===== config.mk =====
export PLATFORM = sky130hd
export DESIGN_NAME = ad9866_gain_sched
export DESIGN_NICKNAME = d
export VERILOG_FILES = /design/src/rtl/ad9866_gain_sched.sv
export SDC_FILE = /design/constraint.sdc
export NUM_CORES = 1
export LEC_CHECK = 0
export BUFFER_PORTS_ARGS = -buffer_cell sky130_fd_sc_hd__buf_2
export CAP_MARGIN = 0
export CORE_ASPECT_RATIO = 0.7
export CORE_MARGIN = 4
export CORE_UTILIZATION = 37
export DETAILED_ROUTE_END_ITERATION = 8
export GPL_ROUTABILITY_DRIVEN = 1
export PLACE_DENSITY = 0.57
export SYNTH_ARGS = -nofsm -noshare
export SYNTH_HDL_FRONTEND = slang
export SYNTH_SLANG_ARGS = --single-unit

===== constraint.sdc =====
create_clock -name clk -period 2.66 [get_ports clk]
set_input_delay 0.532 -clock clk [delete_from_list [all_inputs] [get_ports clk]]
set_output_delay 0.532 -clock clk [all_outputs]
set_load 0.1 [all_outputs]

===== src/rtl/ad9866_gain_sched.sv =====
// Gain-update scheduler for the AD9866 SPI programmer: waits out the init burst,
// coalesces RX/TX gain writes and issues one programmer request at a time.
module ad9866_gain_sched #(
  parameter int INIT_HOLDOFF = 4096,
  parameter int ACK_TIMEOUT  = 64,
  parameter int GAP_CYCLES   = 4
) (
  input  logic       clk,
  input  logic       reset_n,
  input  logic       rx_gain_wr,
  input  logic [5:0] rx_gain_in,
  input  logic       tx_gain_wr,
  input  logic [5:0] tx_gain_in,
  input  logic       ptt,
  input  logic       sen_n,
  output logic       ext_rx_rqst,
  output logic [5:0] rx_gain,
  output logic       ext_tx_rqst,
  output logic [5:0] tx_gain,
  output logic       rx_pending,
  output logic       tx_pending,
  output logic       busy,
  output logic       done,
  output logic       timeout
);

  localparam int CNT_M1  = (INIT_HOLDOFF > ACK_TIMEOUT) ? INIT_HOLDOFF : ACK_TIMEOUT;
  localparam int CNT_MAX = (CNT_M1 > GAP_CYCLES) ? CNT_M1 : GAP_CYCLES;
  localparam int CW      = $clog2(CNT_MAX + 1);

  localparam logic [CW-1:0] HOLD_LAST = CW'(INIT_HOLDOFF - 1);
  localparam logic [CW-1:0] ACK_LAST  = CW'(ACK_TIMEOUT - 1);
  localparam logic [CW-1:0] GAP_LAST  = CW'(GAP_CYCLES - 1);
  localparam logic [CW-1:0] CNT_ONE   = CW'(1);

  typedef enum logic [2:0] {
    ST_HOLDOFF = 3'd0,
    ST_IDLE    = 3'd1,
    ST_REQ     = 3'd2,
    ST_XFER    = 3'd3,
    ST_GAP     = 3'd4
  } state_t;

  state_t        state_r, state_s;
  logic [CW-1:0] cnt_r, cnt_s;
  logic [5:0]    rx_val_r, rx_val_s, tx_val_r, tx_val_s;
  logic [5:0]    rx_gain_r, rx_gain_s, tx_gain_r, tx_gain_s;
  logic          rx_pend_r, rx_pend_s, tx_pend_r, tx_pend_s;
  logic          side_tx_r, side_tx_s;
  logic          rx_rqst_r, rx_rqst_s, tx_rqst_r, tx_rqst_s;
  logic          busy_r, busy_s, done_r, done_s, timeout_r, timeout_s;

  // State register and all registered outputs
  always_ff @(posedge clk or negedge reset_n) begin
    if (!reset_n) begin
      state_r   <= ST_HOLDOFF;
      cnt_r     <= '0;
      rx_val_r  <= 6'd0;
      tx_val_r  <= 6'd0;
      rx_gain_r <= 6'd0;
      tx_gain_r <= 6'd0;
      rx_pend_r <= 1'b0;
      tx_pend_r <= 1'b0;
      side_tx_r <= 1'b0;
      rx_rqst_r <= 1'b0;
      tx_rqst_r <= 1'b0;
      busy_r    <= 1'b1;
      done_r    <= 1'b0;
      timeout_r <= 1'b0;
    end else begin
      state_r   <= state_s;
      cnt_r     <= cnt_s;
      rx_val_r  <= rx_val_s;
      tx_val_r  <= tx_val_s;
      rx_gain_r <= rx_gain_s;
      tx_gain_r <= tx_gain_s;
      rx_pend_r <= rx_pend_s;
      tx_pend_r <= tx_pend_s;
      side_tx_r <= side_tx_s;
      rx_rqst_r <= rx_rqst_s;
      tx_rqst_r <= tx_rqst_s;
      busy_r    <= busy_s;
      done_r    <= done_s;
      timeout_r <= timeout_s;
    end
  end

  // Next-state, capture and arbitration logic
  always_comb begin
    state_s   = state_r;
    cnt_s     = cnt_r;
    rx_val_s  = rx_gain_wr ? rx_gain_in : rx_val_r;
    tx_val_s  = tx_gain_wr ? tx_gain_in : tx_val_r;
    rx_gain_s = rx_gain_r;
    tx_gain_s = tx_gain_r;
    rx_pend_s = rx_pend_r;
    tx_pend_s = tx_pend_r;
    side_tx_s = side_tx_r;
    rx_rqst_s = rx_rqst_r;
    tx_rqst_s = tx_rqst_r;
    done_s    = 1'b0;
    timeout_s = 1'b0;

    case (state_r)
      ST_HOLDOFF: begin
        // Leave only once the programmer's init burst is idle
        if (cnt_r == HOLD_LAST) begin
          if (sen_n) begin
            state_s = ST_IDLE;
            cnt_s   = '0;
          end else begin
            cnt_s = cnt_r;
          end
        end else begin
          cnt_s = cnt_r + CNT_ONE;
        end
      end
      ST_IDLE: begin
        if (tx_pend_r && (ptt || !rx_pend_r)) begin
          tx_gain_s = tx_val_r;
          tx_pend_s = 1'b0;
          side_tx_s = 1'b1;
          tx_rqst_s = 1'b1;
          rx_rqst_s = 1'b0;
          cnt_s     = '0;
          state_s   = ST_REQ;
        end else if (rx_pend_r) begin
          rx_gain_s = rx_val_r;
          rx_pend_s = 1'b0;
          side_tx_s = 1'b0;
          rx_rqst_s = 1'b1;
          tx_rqst_s = 1'b0;
          cnt_s     = '0;
          state_s   = ST_REQ;
        end else begin
          state_s = ST_IDLE;
        end
      end
      ST_REQ: begin
        if (!sen_n) begin
          rx_rqst_s = 1'b0;
          tx_rqst_s = 1'b0;
          cnt_s     = '0;
          state_s   = ST_XFER;
        end else if (cnt_r == ACK_LAST) begin
          // Abort and requeue the side so it retries after the gap
          rx_rqst_s = 1'b0;
          tx_rqst_s = 1'b0;
          timeout_s = 1'b1;
          cnt_s     = '0;
          state_s   = ST_GAP;
          if (side_tx_r) begin
            tx_pend_s = 1'b1;
          end else begin
            rx_pend_s = 1'b1;
          end
        end else begin
          cnt_s = cnt_r + CNT_ONE;
        end
      end
      ST_XFER: begin
        if (sen_n) begin
          done_s  = 1'b1;
          cnt_s   = '0;
          state_s = ST_GAP;
        end else begin
          state_s = ST_XFER;
        end
      end
      ST_GAP: begin
        if (cnt_r == GAP_LAST) begin
          cnt_s   = '0;
          state_s = ST_IDLE;
        end else begin
          cnt_s = cnt_r + CNT_ONE;
        end
      end
      default: begin
        state_s   = ST_HOLDOFF;
        cnt_s     = '0;
        rx_rqst_s = 1'b0;
        tx_rqst_s = 1'b0;
      end
    endcase

    // A strobe always wins over the issue-time clear
    rx_pend_s = rx_pend_s | rx_gain_wr;
    tx_pend_s = tx_pend_s | tx_gain_wr;
    busy_s    = (state_s != ST_IDLE) || rx_pend_s || tx_pend_s;
  end

  assign ext_rx_rqst = rx_rqst_r;
  assign ext_tx_rqst = tx_rqst_r;
  assign rx_gain     = rx_gain_r;
  assign tx_gain     = tx_gain_r;
  assign rx_pending  = rx_pend_r;
  assign tx_pending  = tx_pend_r;
  assign busy        = busy_r;
  assign done        = done_r;
  assign timeout     = timeout_r;

endmodule


* Word-level counts from Yosys, hierarchy flattened
Cells that the tools add are included.
Word-level totals: memory bits (read-only) 0, bits in registers 48, memories kept 0, latch bits 0, input port bits 18, memory bits (writable) 0
Cells by class: equal/unequal tests 10, $lt $le $gt $ge 0, shift-type cells 0, multipliers 0, bitwise operators 4, multiplexer cells 40, add/subtract/negate cells 1, div/mod/pow operators 0, reduce and logical (&&, ||, !) cells 12
Operators with widths (count):
- 13-bit two-way mux | 7
- 13-bit case mux with 5 select lines | 1
- 1-bit two-way mux | 19
- 3-bit two-way mux | 6
- 3-bit case mux with 5 select lines | 1
- 13-bit by 1-bit adder with 13-bit output (second input constant) | 1
- 13-bit by 12-bit == test with 1-bit output (second input constant) | 1
- 13-bit by 2-bit == test with 1-bit output (second input constant) | 1
- 13-bit by 6-bit == test with 1-bit output (second input constant) | 1
- 3-bit by 2-bit == test with 1-bit output (second input constant) | 2
- 3-bit != test (second input constant) | 2
- 1-bit case mux with 3 select lines | 2
- 3-bit AND reduction | 2
- 2-bit two-way mux | 2
- 1-bit case mux with 2 select lines | 2
- 2-bit AND reduction | 2
- 3-bit by 1-bit == test with 1-bit output (second input constant) | 1
- 3-bit == test (second input constant) | 1
- 3-bit logical NOT | 1
- 1-bit logical OR | 3
- 3-bit by 1-bit != test with 1-bit output (second input constant) | 1
- 3-bit OR reduction | 1
- 1-bit NOT | 2
- 1-bit OR | 2
- other kinds (3) | 3

* Logic depth before layout (Yosys ltp)
Gate-level depths: netlist of run 1.
depth in word-level cells 8, depth in mapped cells 7, gate-level depth less buffers 6

* Worst setup path before layout of run 1
OpenSTA, ideal clock, no wires.
path type register to register, from register rx_pend_r (netlist: rx_pending), to register tx_gain_r[0] (netlist: tx_gain[0]), data arrival time 1.975 ns, slack 0.559 ns, path buffers 0, stages on the path, launching flop included 4, period minus slack after synthesis 2.101 ns, path through dfrtp_1 > inv_1 > o211ai_1 > mux2_2
Between the ends: word-level cells in the longest chain between the ends 4
Ends and longest elaborated chain:
- start: declaration | line 48 | logic rx_pend_r, rx_pend_s, tx_pend_r, tx_pend_s;
- start signal: assignment | line 77 | rx_pend_r <= rx_pend_s;
- 1-bit logical NOT | line 119 | if (tx_pend_r && (ptt || !rx_pend_r)) begin
- 1-bit logical OR | line 119
- 1-bit logical AND | line 119
- 2-bit AND reduction (no line)
- end signal: assignment | line 76 | tx_gain_r <= tx_gain_s;
- end: declaration | line 47 | logic [5:0] rx_gain_r, rx_gain_s, tx_gain_r, tx_gain_s;
Every way passes these cells. A chain may end at the register's enable or synchronous reset.

* Final worst setup path of run 1
from register cnt_r[0], to register cnt_r[7]
Between the ends: word-level cells in the longest chain between the ends 4, elaborated cells between the ends (all ways) 9
Ends and longest elaborated chain:
- start: declaration | line 45 | logic [CW-1:0] cnt_r, cnt_s;
- start signal: assignment | line 72 | cnt_r <= cnt_s;
- 13-bit by 1-bit adder with 13-bit output or 13-bit by 6-bit == test with 1-bit output (tied branches)
- 13-bit two-way mux | line 145 | end else if (cnt_r == ACK_LAST) begin
- 13-bit two-way mux | line 140 | if (!sen_n) begin
- 13-bit case mux with 5 select lines * | line 104 | case (state_r)
Mark *: on every way between the ends. The rest lies on a longest branch, timed or not.

==> results of run 1 <==
==> logic make-up after synthesis <==
| logic type | share of synthesized area, % |
|---|---|
| AND/OR/NAND/NOR | 18.87 |
| multiplexers | 12.38 |
| buffers and inverters | 2.421 |
| flip-flops | 52.86 |
| adder cells (fa/ha/maj) | 0.5500 |
| AO/OA/AOI/OAI | 12.93 |
==> cells in the mapped netlist <==
cell type,number,area share (%)
sky130_fd_sc_hd__a211o_1,1,0.39
sky130_fd_sc_hd__a211oi_1,2,0.66
sky130_fd_sc_hd__a21bo_2,2,0.88
sky130_fd_sc_hd__a21oi_1,3,0.66
sky130_fd_sc_hd__a221oi_1,1,0.39
sky130_fd_sc_hd__a22o_1,2,0.77
sky130_fd_sc_hd__a41o_1,1,0.44
sky130_fd_sc_hd__and3_1,1,0.28
sky130_fd_sc_hd__and3_2,1,0.33
sky130_fd_sc_hd__and4_1,1,0.39
sky130_fd_sc_hd__buf_2,2,0.44
sky130_fd_sc_hd__clkbuf_1,5,0.83
sky130_fd_sc_hd__dfrtp_1,47,52
sky130_fd_sc_hd__dfstp_2,1,1.2
sky130_fd_sc_hd__ha_1,1,0.55
sky130_fd_sc_hd__inv_1,7,1.2
sky130_fd_sc_hd__mux2_2,25,12
sky130_fd_sc_hd__nand2_1,27,4.5
sky130_fd_sc_hd__nand2b_1,1,0.28
sky130_fd_sc_hd__nand3_1,6,1.3
sky130_fd_sc_hd__nand3b_1,1,0.33
sky130_fd_sc_hd__nand4_1,3,0.83
sky130_fd_sc_hd__nor2_1,15,2.5
sky130_fd_sc_hd__nor2_2,1,0.28
sky130_fd_sc_hd__nor2b_1,5,1.4
sky130_fd_sc_hd__nor3_1,5,1.1
sky130_fd_sc_hd__nor3b_1,1,0.33
sky130_fd_sc_hd__nor4_1,3,0.83
sky130_fd_sc_hd__nor4_2,1,0.55
sky130_fd_sc_hd__nor4_4,1,0.94
sky130_fd_sc_hd__o211ai_1,11,3.6
sky130_fd_sc_hd__o21a_1,2,0.66
sky130_fd_sc_hd__o21ai_0,13,2.9
sky130_fd_sc_hd__o21ai_1,3,0.66
sky130_fd_sc_hd__o22ai_1,2,0.55
sky130_fd_sc_hd__o2bb2ai_1,1,0.39
sky130_fd_sc_hd__or2_1,2,0.55
sky130_fd_sc_hd__or3_1,3,0.83
sky130_fd_sc_hd__or3_2,1,0.33
sky130_fd_sc_hd__or4_4,1,0.50
sky130_fd_sc_hd__or4b_4,1,0.60
==> sequential cells by signal, summed over array words and instances, names as in the netlist <==
signal and count:
state_r 3, rx_pending 1, cnt_r 13, tx_val_r 6, rx_gain 6, ext_rx_rqst 1, tx_pending 1, ext_tx_rqst 1
tx_gain 6, busy 1, rx_val_r 6, timeout 1, done 1, side_tx_r 1
==> stage by stage <==
| step | instance area [sq um] | utilization (%) |
|---|---|---|
| 2_1_floorplan | 2275 | - |
| 4_1_cts | 2658 | 45.49 |
| 5_1_grt | 2663 | 45.58 |
| 3_5_place_dp | 2557 | 43.78 |
| 6_report | 2663 | 45.58 |
| 3_3_place_gp | 2557 | 43.78 |
==> metal layers <==
metal / wire (microns) / global-route usage [%] / up-vias / share of wire, %
li1: - / - / 851 / -
met3: 349 / 3.226 / 6 / 7.0
met4: 82 / 5.900 / 0 / 1.6
met5: 0 / 0 / - / 0
met2: 2060 / 21.16 / 58 / 41
met1: 2486 / 22.42 / 832 / 50
==> path summary, 6_finish.rpt <==
kind                                     from     endpoint  slack, ns  depth (start not counted)
worst max-delay path                 cnt_r[0]     cnt_r[7]       0.25                          7
worst min-delay path                  reset_n   rx_gain[5]       0.17                          1
worst max register to register       cnt_r[0]     cnt_r[7]       0.25                          7
worst min register to register      side_tx_r   rx_pending       0.49                          1
max in group asynchronous             reset_n         busy       1.83                          2
min in group clk                tx_gain_in[0]  tx_val_r[0]       0.45                          2
==> power by group <==
group | internal [mW] | total (mW) | switching (mW)
logic | 0.329 | 1.48 | 1.15
registers | 0.901 | 1.04 | 0.139
clock network | 0.218 | 0.470 | 0.252
==> placed cells by master, fill, tap and decap left out, types with 2 or more instances in the layout <==
cell type	instances
sky130_fd_sc_hd__dfrtp_1	47
sky130_fd_sc_hd__buf_2	36
sky130_fd_sc_hd__nand2_1	27
sky130_fd_sc_hd__mux2_2	25
sky130_fd_sc_hd__nor2_1	15
sky130_fd_sc_hd__o21ai_0	13
sky130_fd_sc_hd__o211ai_1	11
sky130_fd_sc_hd__inv_1	7
sky130_fd_sc_hd__nand3_1	6
sky130_fd_sc_hd__clkbuf_8	6
sky130_fd_sc_hd__nor3_1	5
sky130_fd_sc_hd__nor2b_1	5
sky130_fd_sc_hd__buf_4	5
sky130_fd_sc_hd__nand4_1	3
sky130_fd_sc_hd__or3_1	3
sky130_fd_sc_hd__a21oi_1	3
sky130_fd_sc_hd__o21ai_1	3
sky130_fd_sc_hd__nor4_1	3
sky130_fd_sc_hd__a22o_1	2
sky130_fd_sc_hd__or2_1	2
sky130_fd_sc_hd__o21a_1	2
sky130_fd_sc_hd__o22ai_1	2
sky130_fd_sc_hd__a21bo_2	2
sky130_fd_sc_hd__inv_6	2
==> critical path, delay by kind of cell (launching register included) <==
| family | cells | cell delay (ns) |
|---|---|---|
| compound gates | 2 | 0.23 |
| fa+ha+maj | 1 | 0.26 |
| buf+inv | 1 | 0.30 |
| flops | 1 | 0.42 |
| simple gates | 3 | 1.12 |
==> what timing repair did <==
| item | CTS | global route |
|---|---|---|
| endpoints found under the setup margin | 0 | 1 |
| setup buffers | 0 | 0 |
| hold buffers | 0 | 0 |
| resized for setup | 0 | 1 |
==> final cells by class <==
type | count | area (sq um) | share of cell area, %
Clock inverter | 2 | 17.52 | 0.6579
Tap cell | 75 | 93.84 | 3.524
Sequential cell | 48 | 1202 | 45.16
Timing Repair Buffer | 41 | 217.7 | 8.177
Multi-Input combinational cell | 151 | 1022 | 38.39
Inverter | 7 | 26.28 | 0.9868
Clock buffer | 6 | 82.58 | 3.102
==> impl_summary.md, run 1 <==
Power and ir drop
The cell area power density is 1123 nW/um^2. The reported leakage power is 1.187 nW. The worst vdd rail ir drop is 0.7090 mV.

The final total power is 2.990 mW.

STA
The total count of hold-check failures in the final report is 0. The final number of setup-violating endpoints is 0. The headroom to the max-slew limit is between 20% and 30%. The period utilization is about nine tenths. The worst path meets setup with 0.2502 ns of slack. The slew of the pin with the lowest slew margin is 1.083 ns.

After layout, the minimum clock period comes to 2.410 ns. The final count of pins violating max slew is 0. The clock arrives with 0.008967 ns of skew.

The worst hold slack is 0.1667 ns. Adding up every negative setup slack in the final design gives 0 ns. Setup repair after global routing left no endpoint under its margin. The fmax is 0.4150 GHz.

Run status
The run finished with clean final reports.

Finish
After filler insertion, the fill cell instance count of the layout stands at 566. The area growth from synthesis to layout is 17.05%. 0 antenna diodes ended up in the layout. The layout cell share with drive strength beyond 1 is between 30% and 40%. The total number of nets in the final design is 273. For this run, the number of standard cells in the final layout without fillers is 330.

Drt
For this run, design rule violations remaining after detail routing come to 0. The number of nets with antenna violations after detailed routing is 0. The sum of routed wire length over all layers is between 4000 and 5000 microns. Dividing the detail-routed wire length by the instance count gives 15.09 microns.

The detailed-routing iteration count for the pre-antenna-repair pass is 4. The routed via count divided by cell count is 5.294. The detailed router placed 1,747 vias in this run.

After the first detailed-routing iteration, the DRC count stood at 178.

GRT
The number of global-route vias before repair is around 1,800. The global-route wire length before repair is just under 9000 microns. For this run the aggregate overflow at the end of global routing stands at 0. The number of antenna violations at the first check in global routing is 0. Entering global routing, the biggest net connects 22 pins. The global-route usage over all layers is between 10% and 20%.

Logic synthesis
Sequential elements use 52.86% of the synthesized area. Yosys mapped the design onto 41 distinct sky130hd cell types. Yosys printed 0 warnings. The number of nets in the synthesized netlist is 232. The synthesized design contains 48 register bits. In this run the cell area of the synthesized design comes to 2275 sq um.

The synthesized area per cell is 10.68 sq um. The synthesized instance count is 213.

Clock network
The library cell used as clock root buffer is sky130_fd_sc_hd__clkbuf_8. The number of clock buffers added by TritonCTS is 5. CTS built an H-tree with a depth of 2.

The clock latency reported for the late side of the worst-skew pair is 0.30 ns. The count of clock tree sinks is between 40 and 50. TritonCTS built the clock tree.

After clock tree synthesis, the clock-pin slew on the worst setup and hold paths is 0.09 ns. Counting along the longest clock path gives a buffer depth of 2.

Setup path
The critical path arrival is 2.62 ns. For this run, the slowest stage of the critical path takes between 0.8 and 0.9 ns. The critical path is of the reg2reg type. Data on the critical path is required at its endpoint by 2.87 ns. The largest fanout of any net on the critical path is 7.

The kind of launch point of the worst setup path is a register. The cell type of the slowest stage on the worst timing path is sky130_fd_sc_hd__nor4_1. The sort of element at the end of the critical path is a register. Traced cell by cell, the critical path runs through ha_1 -> nand3_1 -> nor4_4 -> nor4_1 -> buf_4 -> o21ai_0 -> o211ai_1.

Floorplanning
The count of pins on the block boundary is 37. The initial core utilization is between 30 and 40%. The placeable core region is a little under 6000 sq um.

The floorplan row count is 23. The x dimension of the die is ~100 microns. The die outline height is 73.60 microns. The die covers 7486 sq um.

Placed design
The placement-stage worst setup slack is 0.3082 ns. The number of I/O port buffers is 36. The final weighted congestion in routability-driven placement is 0.9132. The wire-length estimate of the detail-placed layout is between 3000 and 4000 microns.

The count of placed standard cells including taps is ~320.

Run
The max capacitance violation total is 0.

Hold path
The tightest min-delay check is of the in2async type.
Note: power is estimated with default switching activity, not from simulation.
==> run 2, diff against run 1 <==
CORE_ASPECT_RATIO = 1.75   (was 0.7)
==> run 2 against run 1 <==
  * Combinational power about the same
  * Cell area rose by 0.70%
  * First-iteration DRC count is 60% lower
  * Total power rose by 0.70%
  * Sequential share of layout area is 0.32 points lower
  * Clock-buffer cell count did not move
  * Final cell count up 1.8%
  * Critical path type unchanged
  * Largest cell class unchanged
  * Highest routed layer unchanged
==> impl_summary.md, run 2 (synthesis results as in run 1) <==
Drt
The number of DRC violations after detailed-routing iteration 0 is 72. The number of nets with antenna violations after detailed routing is 0. The routed via count divided by cell count is 5.235. Wires add up to ~4900 microns. The routed wire length per instance is 14.66 microns.

The routed via count is 1,759. The detailed-routing iteration count for the pre-antenna-repair pass is 4. In the routed design, unresolved DRC markers number 0.

Setup path
Tracing the worst setup path back leads to its startpoint at cnt_r[7]. The required arrival time at the worst endpoint is between 2 and 3 ns. Along the worst path, the maximum fanout reaches 8. The setup slack of the worst register-to-register path is 0.34 ns. Data arrives at the worst endpoint at 2.52 ns. In this run the critical register-to-register path is captured at cnt_r[0].

The termination of the worst setup path is cnt_r[0]. Measured in cells, the most critical reg-to-reg path has a length of 6. The worst setup path is launched from a register. The worst setup path is captured at a register. In this run the critical register-to-register path is launched from cnt_r[7]. The critical path in this run is classified as reg2reg.

Finish
Summing all multi-input logic gate instances after layout gives 1017 sq um. After routing the design area is between 2000 and 3000 sq um. Leaving out fill and tap cells, the most frequent cell in the layout is sky130_fd_sc_hd__dfrtp_1. In the layout the commonest cells are sky130_fd_sc_hd__dfrtp_1 (47), sky130_fd_sc_hd__buf_2 (36), sky130_fd_sc_hd__nand2_1 (27), sky130_fd_sc_hd__mux2_2 (25), sky130_fd_sc_hd__nor2_1 (15). The number of standard cells in the layout, taps in and fillers out is 336.

The number of flip-flops in the largest register is 13. The layout cell share with drive strength beyond 1 is between 30% and 40%. At the end of the flow, the number of nets in the layout was 276.

The number of antenna diodes in the final layout is 0. The share of the core filled with cells is approximately 45%. The layout overhead on the synthesized area is 17.88%. Registers take around 1200 sq um.

The top register by number of flip-flops is cnt_r. After filler insertion, the fill cell instance count of the layout stands at approximately 600.

Power and ir drop
The proportion of power drawn by the clock network is 15.4%. The internal portion of the total power is 1.462 mW. Combinational logic is responsible for 50.0% of the overall power. The cell area power density is 1123 nW/um^2.

In this run the static leakage power is 1.193 nW. Of the total power, the share spent switching nets is 51.45%. Summed over all nets, the switching power comes to ~1.5 mW. VDD sags by at most 0.6508 mV.

Power comes to 3.011 mW. The sequential cell fraction of total power is about a third.

STA
Headroom to the max-slew limit came out at 35.08%. The total count of hold-check failures in the final report is 0. Setup slack on the critical path of the routed design comes to 0.3425 ns. For the final routed database, the setup TNS stands at 0 ns.

The final number of setup-violating endpoints is 0. The slew of the pin with the lowest slew margin is 0.9649 ns. Setup repair after global routing left no endpoint under its margin. On the final layout, the worst hold slack is 0.2787 ns.

The fmax is 0.4315 GHz. The shortest period the worst path allows is about 2.3 ns. The period utilization is between 80 and 90%.

The clock skew after layout is 0.005027 ns. The final count of pins violating max slew is 0.

Placed design
At the end of routability-driven placement, the weighted congestion stood at 0.8494. In this run the cell area measured after placement is 2584 sq um. The post-DP HPWL is about 3700 microns. The count of buffers added on input and output ports is 36. Once placement completed, the tool counted placed cells totaling 328. The placement-stage worst setup slack is 0.3532 ns.

GRT
The met2 demand-to-capacity share in global routing is 24.70%. Global routing consumed, on the met1 layer, 16.74% of the routing resources. The first global-routing pass estimated 8500 microns of wire.

The largest net degree at the start of global routing is 34. The met3 track demand over resource is 3.532%. The global-route usage over all layers is 14.73%. After global routing, the most crowded layer is met2. The number of antenna violations at the first check in global routing is 0. For this run the aggregate overflow at the end of global routing stands at 0. The number of global-route vias before repair is 1,790.

Floorplanning
The count of pins on the block boundary is 37. The placeable core region is 5926 sq um. The die outline height is ~110 microns. The initial core utilization is between 30% and 40%.

The floorplan step defined a die boundary enclosing 7516 sq um. The floorplan has 37 rows. The die is 67.27 microns wide.

Clock network
The post-CTS clock slew at the launch and capture registers of the worst setup and hold paths is 0.09 ns. Hold repair after CTS inserted 0 buffers. The total of cells resized after clock tree synthesis is 0.

The library cell used as clock root buffer is sky130_fd_sc_hd__clkbuf_8. The clock passes through at most 2 buffers. The clock tree from TritonCTS is yes.

The clock reaches the later pin of the worst-skew pair after 0.31 ns. The count of clock tree sinks is 48. The number of buffers added for setup after CTS is 0. The number of levels the H-tree was split into is 2. Buffers inserted during clock tree synthesis total 5.

Run status
The run finished with clean final reports.

Run
Across the run, the number of max-cap violations was 0.

Hold path
The path class of the lowest-slack min-delay path is in2async.
[run 2: critical path, stage by stage, from the launching register on]
cell	delay, ns
sky130_fd_sc_hd__dfrtp_1	0.47
sky130_fd_sc_hd__or4_4	0.58
sky130_fd_sc_hd__nor4_1	0.34
sky130_fd_sc_hd__a211oi_1	0.11
sky130_fd_sc_hd__buf_4	0.17
sky130_fd_sc_hd__or2_1	0.26
sky130_fd_sc_hd__mux2_2	0.27
[run 2: worst min-delay path by stage]
stage                   start          to  slack (ns)  cells past startpoint
detailed placement  side_tx_r  rx_pending        0.48                      1
global route          reset_n  state_r[1]        0.33                      1
CTS                   reset_n    cnt_r[9]        0.30                      1
floorplan             reset_n    cnt_r[0]        0.24                      0
global placement    side_tx_r  rx_pending        0.48                      1
finish                reset_n  tx_gain[1]        0.28                      1
[run 2: final cells by class]
class	count	area share (%)
Inverter	7	0.9799
Multi-Input combinational cell	151	37.94
Tap cell	78	3.640
Clock buffer	6	3.080
Timing Repair Buffer	44	8.959
Clock inverter	2	0.5600
Sequential cell	48	44.84
[run 2: routing by layer]
layer | vias to the layer above | part of all wire [%]
met4 | 0 | 3.4
met3 | 12 | 4.5
met2 | 37 | 53
met5 | - | 0
li1 | 858 | -
met1 | 852 | 39
[run 2: power by group through the flow]
stage	combinational [mW]	sequential (mW)	clock, mW
2_1_floorplan	0.443	1.81	0
3_3_place_gp	1.51	1.05	0
3_5_place_dp	1.51	1.06	0
4_1_cts	1.52	1.05	0.480
5_1_grt	1.59	1.07	0.506
6_report	1.50	1.04	0.464
==> run 3, diff against run 2 <==
CORE_MARGIN = 8   (was 4)
==> run 3 against run 2 <==
  * Final cell count is 0.30% lower
  * Setup slack improved by 0.052 ns
  * First-iteration DRC count increased by 42%
  * Hold slack got worse by 0.18 ns
  * Die area rose by 20%
  * Global-route usage down 2.4 points
  * Utilization decreased by 1.5 points
  * Non-clock buffer count is 3 lower
  * Fmax grew 2.3%
  * Clock-buffer cell count is the same
  * Clock skew increased by 0.0010 ns
  * Clock power decreased by 2%
==> impl_summary.md, run 3 (synthesis results as in run 1) <==
Run status
The run finished with clean final reports.

STA
Setup repair after global routing left no endpoint under its margin. The final number of setup-violating endpoints is 0. Headroom to the max-slew limit came out at between 50% and 60%.

On the final layout, the worst clock skew is roughly 0.0060 ns. The final count of pins violating max slew is 0. The total count of hold-check failures in the final report came to 0. Across all hold checks on the routed design, the worst slack comes to around 0.1 ns. Subtracting the final worst setup slack from the clock period gives 2.266 ns. The slew of the pin with the lowest slew margin is between 0.7 and 0.8 ns. The fmax is approximately 0.44 GHz. The aggregate negative setup slack is 0 ns. The final critical path takes up between 80 and 90% of the cycle.

Clock network
The total of cells resized after clock tree synthesis is 0. The clock latency reported for the late side of the worst-skew pair is 0.30 ns. The maximum clock insertion buffer count is 2. The number of buffers inserted for hold repair after clock tree synthesis is 0. The number of buffers added for setup after CTS is 0. The library cell used as clock root buffer is sky130_fd_sc_hd__clkbuf_8. Buffers inserted during clock tree synthesis total 5. Clock tree synthesis found a total of 48 sinks. After clock tree synthesis, the clock-pin slew on the worst setup and hold paths is 0.09 ns. TritonCTS built the clock tree.

The number of levels the H-tree was split into is 2.

GRT
The number of antenna violations at the first check in global routing is 0. The number of global-route vias before repair is 1,892. The total congestion overflow is 0. In this run the most used layer during global routing was met2. The met3 track demand over resource is 2.757%. The global-route wire length before repair is 8728 microns. The met1 layer usage reported by global route is 12.68%. In the global route stage, met2 resource usage came out at 21.47%. The largest net degree at the start of global routing is 20. In the global route stage, overall resource usage came out at between 10% and 20%.

Run
The tool flagged a number of max-cap violations equal to 0.

Finish
In the layout the commonest cells are sky130_fd_sc_hd__dfrtp_1 (47), sky130_fd_sc_hd__buf_2 (36), sky130_fd_sc_hd__nand2_1 (27), sky130_fd_sc_hd__mux2_2 (25), sky130_fd_sc_hd__nor2_1 (15). The final layout contains 273 nets. The layout overhead on the synthesized area is 17.00%. The filler cells instantiated in the layout total 630. Leaving out filler cells and counting taps, the final layout contains approximately 340. The register with the most flip-flops in the layout has 13 of them. The share of the core filled with cells is 43.73%.

The register with the most flip-flops in the final layout is cnt_r. The most common cell after layout, fill and taps aside is sky130_fd_sc_hd__dfrtp_1. The layout cell share with drive strength beyond 1 is 32.94%. The number of antenna repair diodes is 0.

Placed design
The wire-length estimate of the detail-placed layout is 3941 microns. The number of I/O port buffers is 36. Routability-driven placement finished with a final weighted congestion of 0.7762.

The count of placed standard cells including taps is 327.

Floorplanning
The die is 119.7 microns tall. The x dimension of the die is ~75 microns. The floorplan step defined a core boundary enclosing about 6000 sq um. The count of pins on the block boundary is 37. The die covers approximately 9000 sq um.

The initial core utilization is 37.38%. The floorplan has 38 rows.

Setup path
The largest fanout of any net on the critical path is 13. STA classifies the critical path endpoint as a register. In this design, the stage delay of the slowest critical-path cell is 0.41 ns. On the critical path, the stage with the largest delay is an instance of sky130_fd_sc_hd__nor4_4.

The critical path arrival is roughly 2.4 ns. STA puts the critical path data required time at 2.83 ns. Traced cell by cell, the critical path runs through ha_1 -> nand3_1 -> nor4_4 -> nor4_1 -> buf_4 -> nor2_2 -> o211ai_1.

STA classifies the critical path startpoint as a register. The critical path in this run is classified as reg2reg.

Power and ir drop
The power spent charging and discharging nets is between 1.5 and 2 mW. The cell area power density is 1122 nW/um^2. The proportion of total power due to net switching is about half.

IR analysis of the VDD net gives a maximum drop of between 0.7 and 0.8 mV. Internal power comes to roughly 1.4 mW. The final total power is 2.985 mW. The combinational group share of total power is about 50%. In this run, flip-flops and latches consume 35.0% of the power.

Of the total power, the clock network draws 15.3%. In this run the static leakage power is 1.179 nW.

Drt
The DRC violations left is 0. The detailed router finished its first iteration with ~100 violations. The final route contains around 1,800 vias. The routed design has 5085 microns of wire. The pre-antenna-repair detailed-routing pass consisted of 4 iterations. Dividing the detail-routed wire length by the instance count gives about 15 microns. The number of nets with antenna violations after detailed routing is 0. The routed via count divided by cell count is 5.281.

Hold path
The path class of the lowest-slack min-delay path is in2async.
[run 3: path summary, 6_finish.rpt]
path | slack, ns | end | start | cells past startpoint
worst max-delay path | 0.39 | cnt_r[10] | cnt_r[0] | 7
worst min register to register | 0.51 | rx_val_r[4] | rx_val_r[4] | 1
worst min-delay path | 0.10 | cnt_r[3] | reset_n | 1
max in group asynchronous | 1.96 | busy | reset_n | 2
worst max register to register | 0.39 | cnt_r[10] | cnt_r[0] | 7
min in group clk | 0.45 | rx_val_r[3] | rx_gain_in[3] | 2
[run 3: power by group through the flow]
stage | clock network, mW | logic (mW) | registers (mW)
after floorplan | 0 | 0.443 | 1.81
final | 0.457 | 1.48 | 1.04
after detailed placement | 0 | 1.50 | 1.06
after global placement | 0 | 1.49 | 1.06
after global routing | 0.503 | 1.56 | 1.07
after CTS | 0.479 | 1.50 | 1.05
[run 3: layer usage]
layer,share of wire [%],vias up
met1,39,866
met5,0,-
met2,53,41
li1,-,848
met3,3.8,14
met4,3.9,0
[run 3: cell type report]
type / instances / area [sq um] / share of cell area (%)
Clock buffer: 6 / 82.58 / 3.103
Multi-Input combinational cell: 151 / 1017 / 38.22
Clock inverter: 2 / 15.01 / 0.5642
Inverter: 7 / 26.28 / 0.9873
Sequential cell: 48 / 1202 / 45.18
Timing Repair Buffer: 41 / 217.7 / 8.181
Tap cell: 80 / 100.1 / 3.761
[run 3: critical path, delay by kind of cell (launching register included)]
family                   cells  cell delay [ns]
buffers and inverters        1             0.20
AND/OR/NAND/NOR              4             1.14
adder cells (fa/ha/maj)      1             0.24
AO/OA/AOI/OAI                1             0.16
flip-flops                   1             0.40
[run 3: through the flow]
step | cell area [sq um] | setup slack [ns]
5_1_grt | 2661 | 0.1694
2_1_floorplan | 2275 | 0.5587
4_1_cts | 2661 | 0.3958
3_3_place_gp | 2564 | 0.4495
3_5_place_dp | 2564 | 0.4189
6_report | 2661 | 0.3944
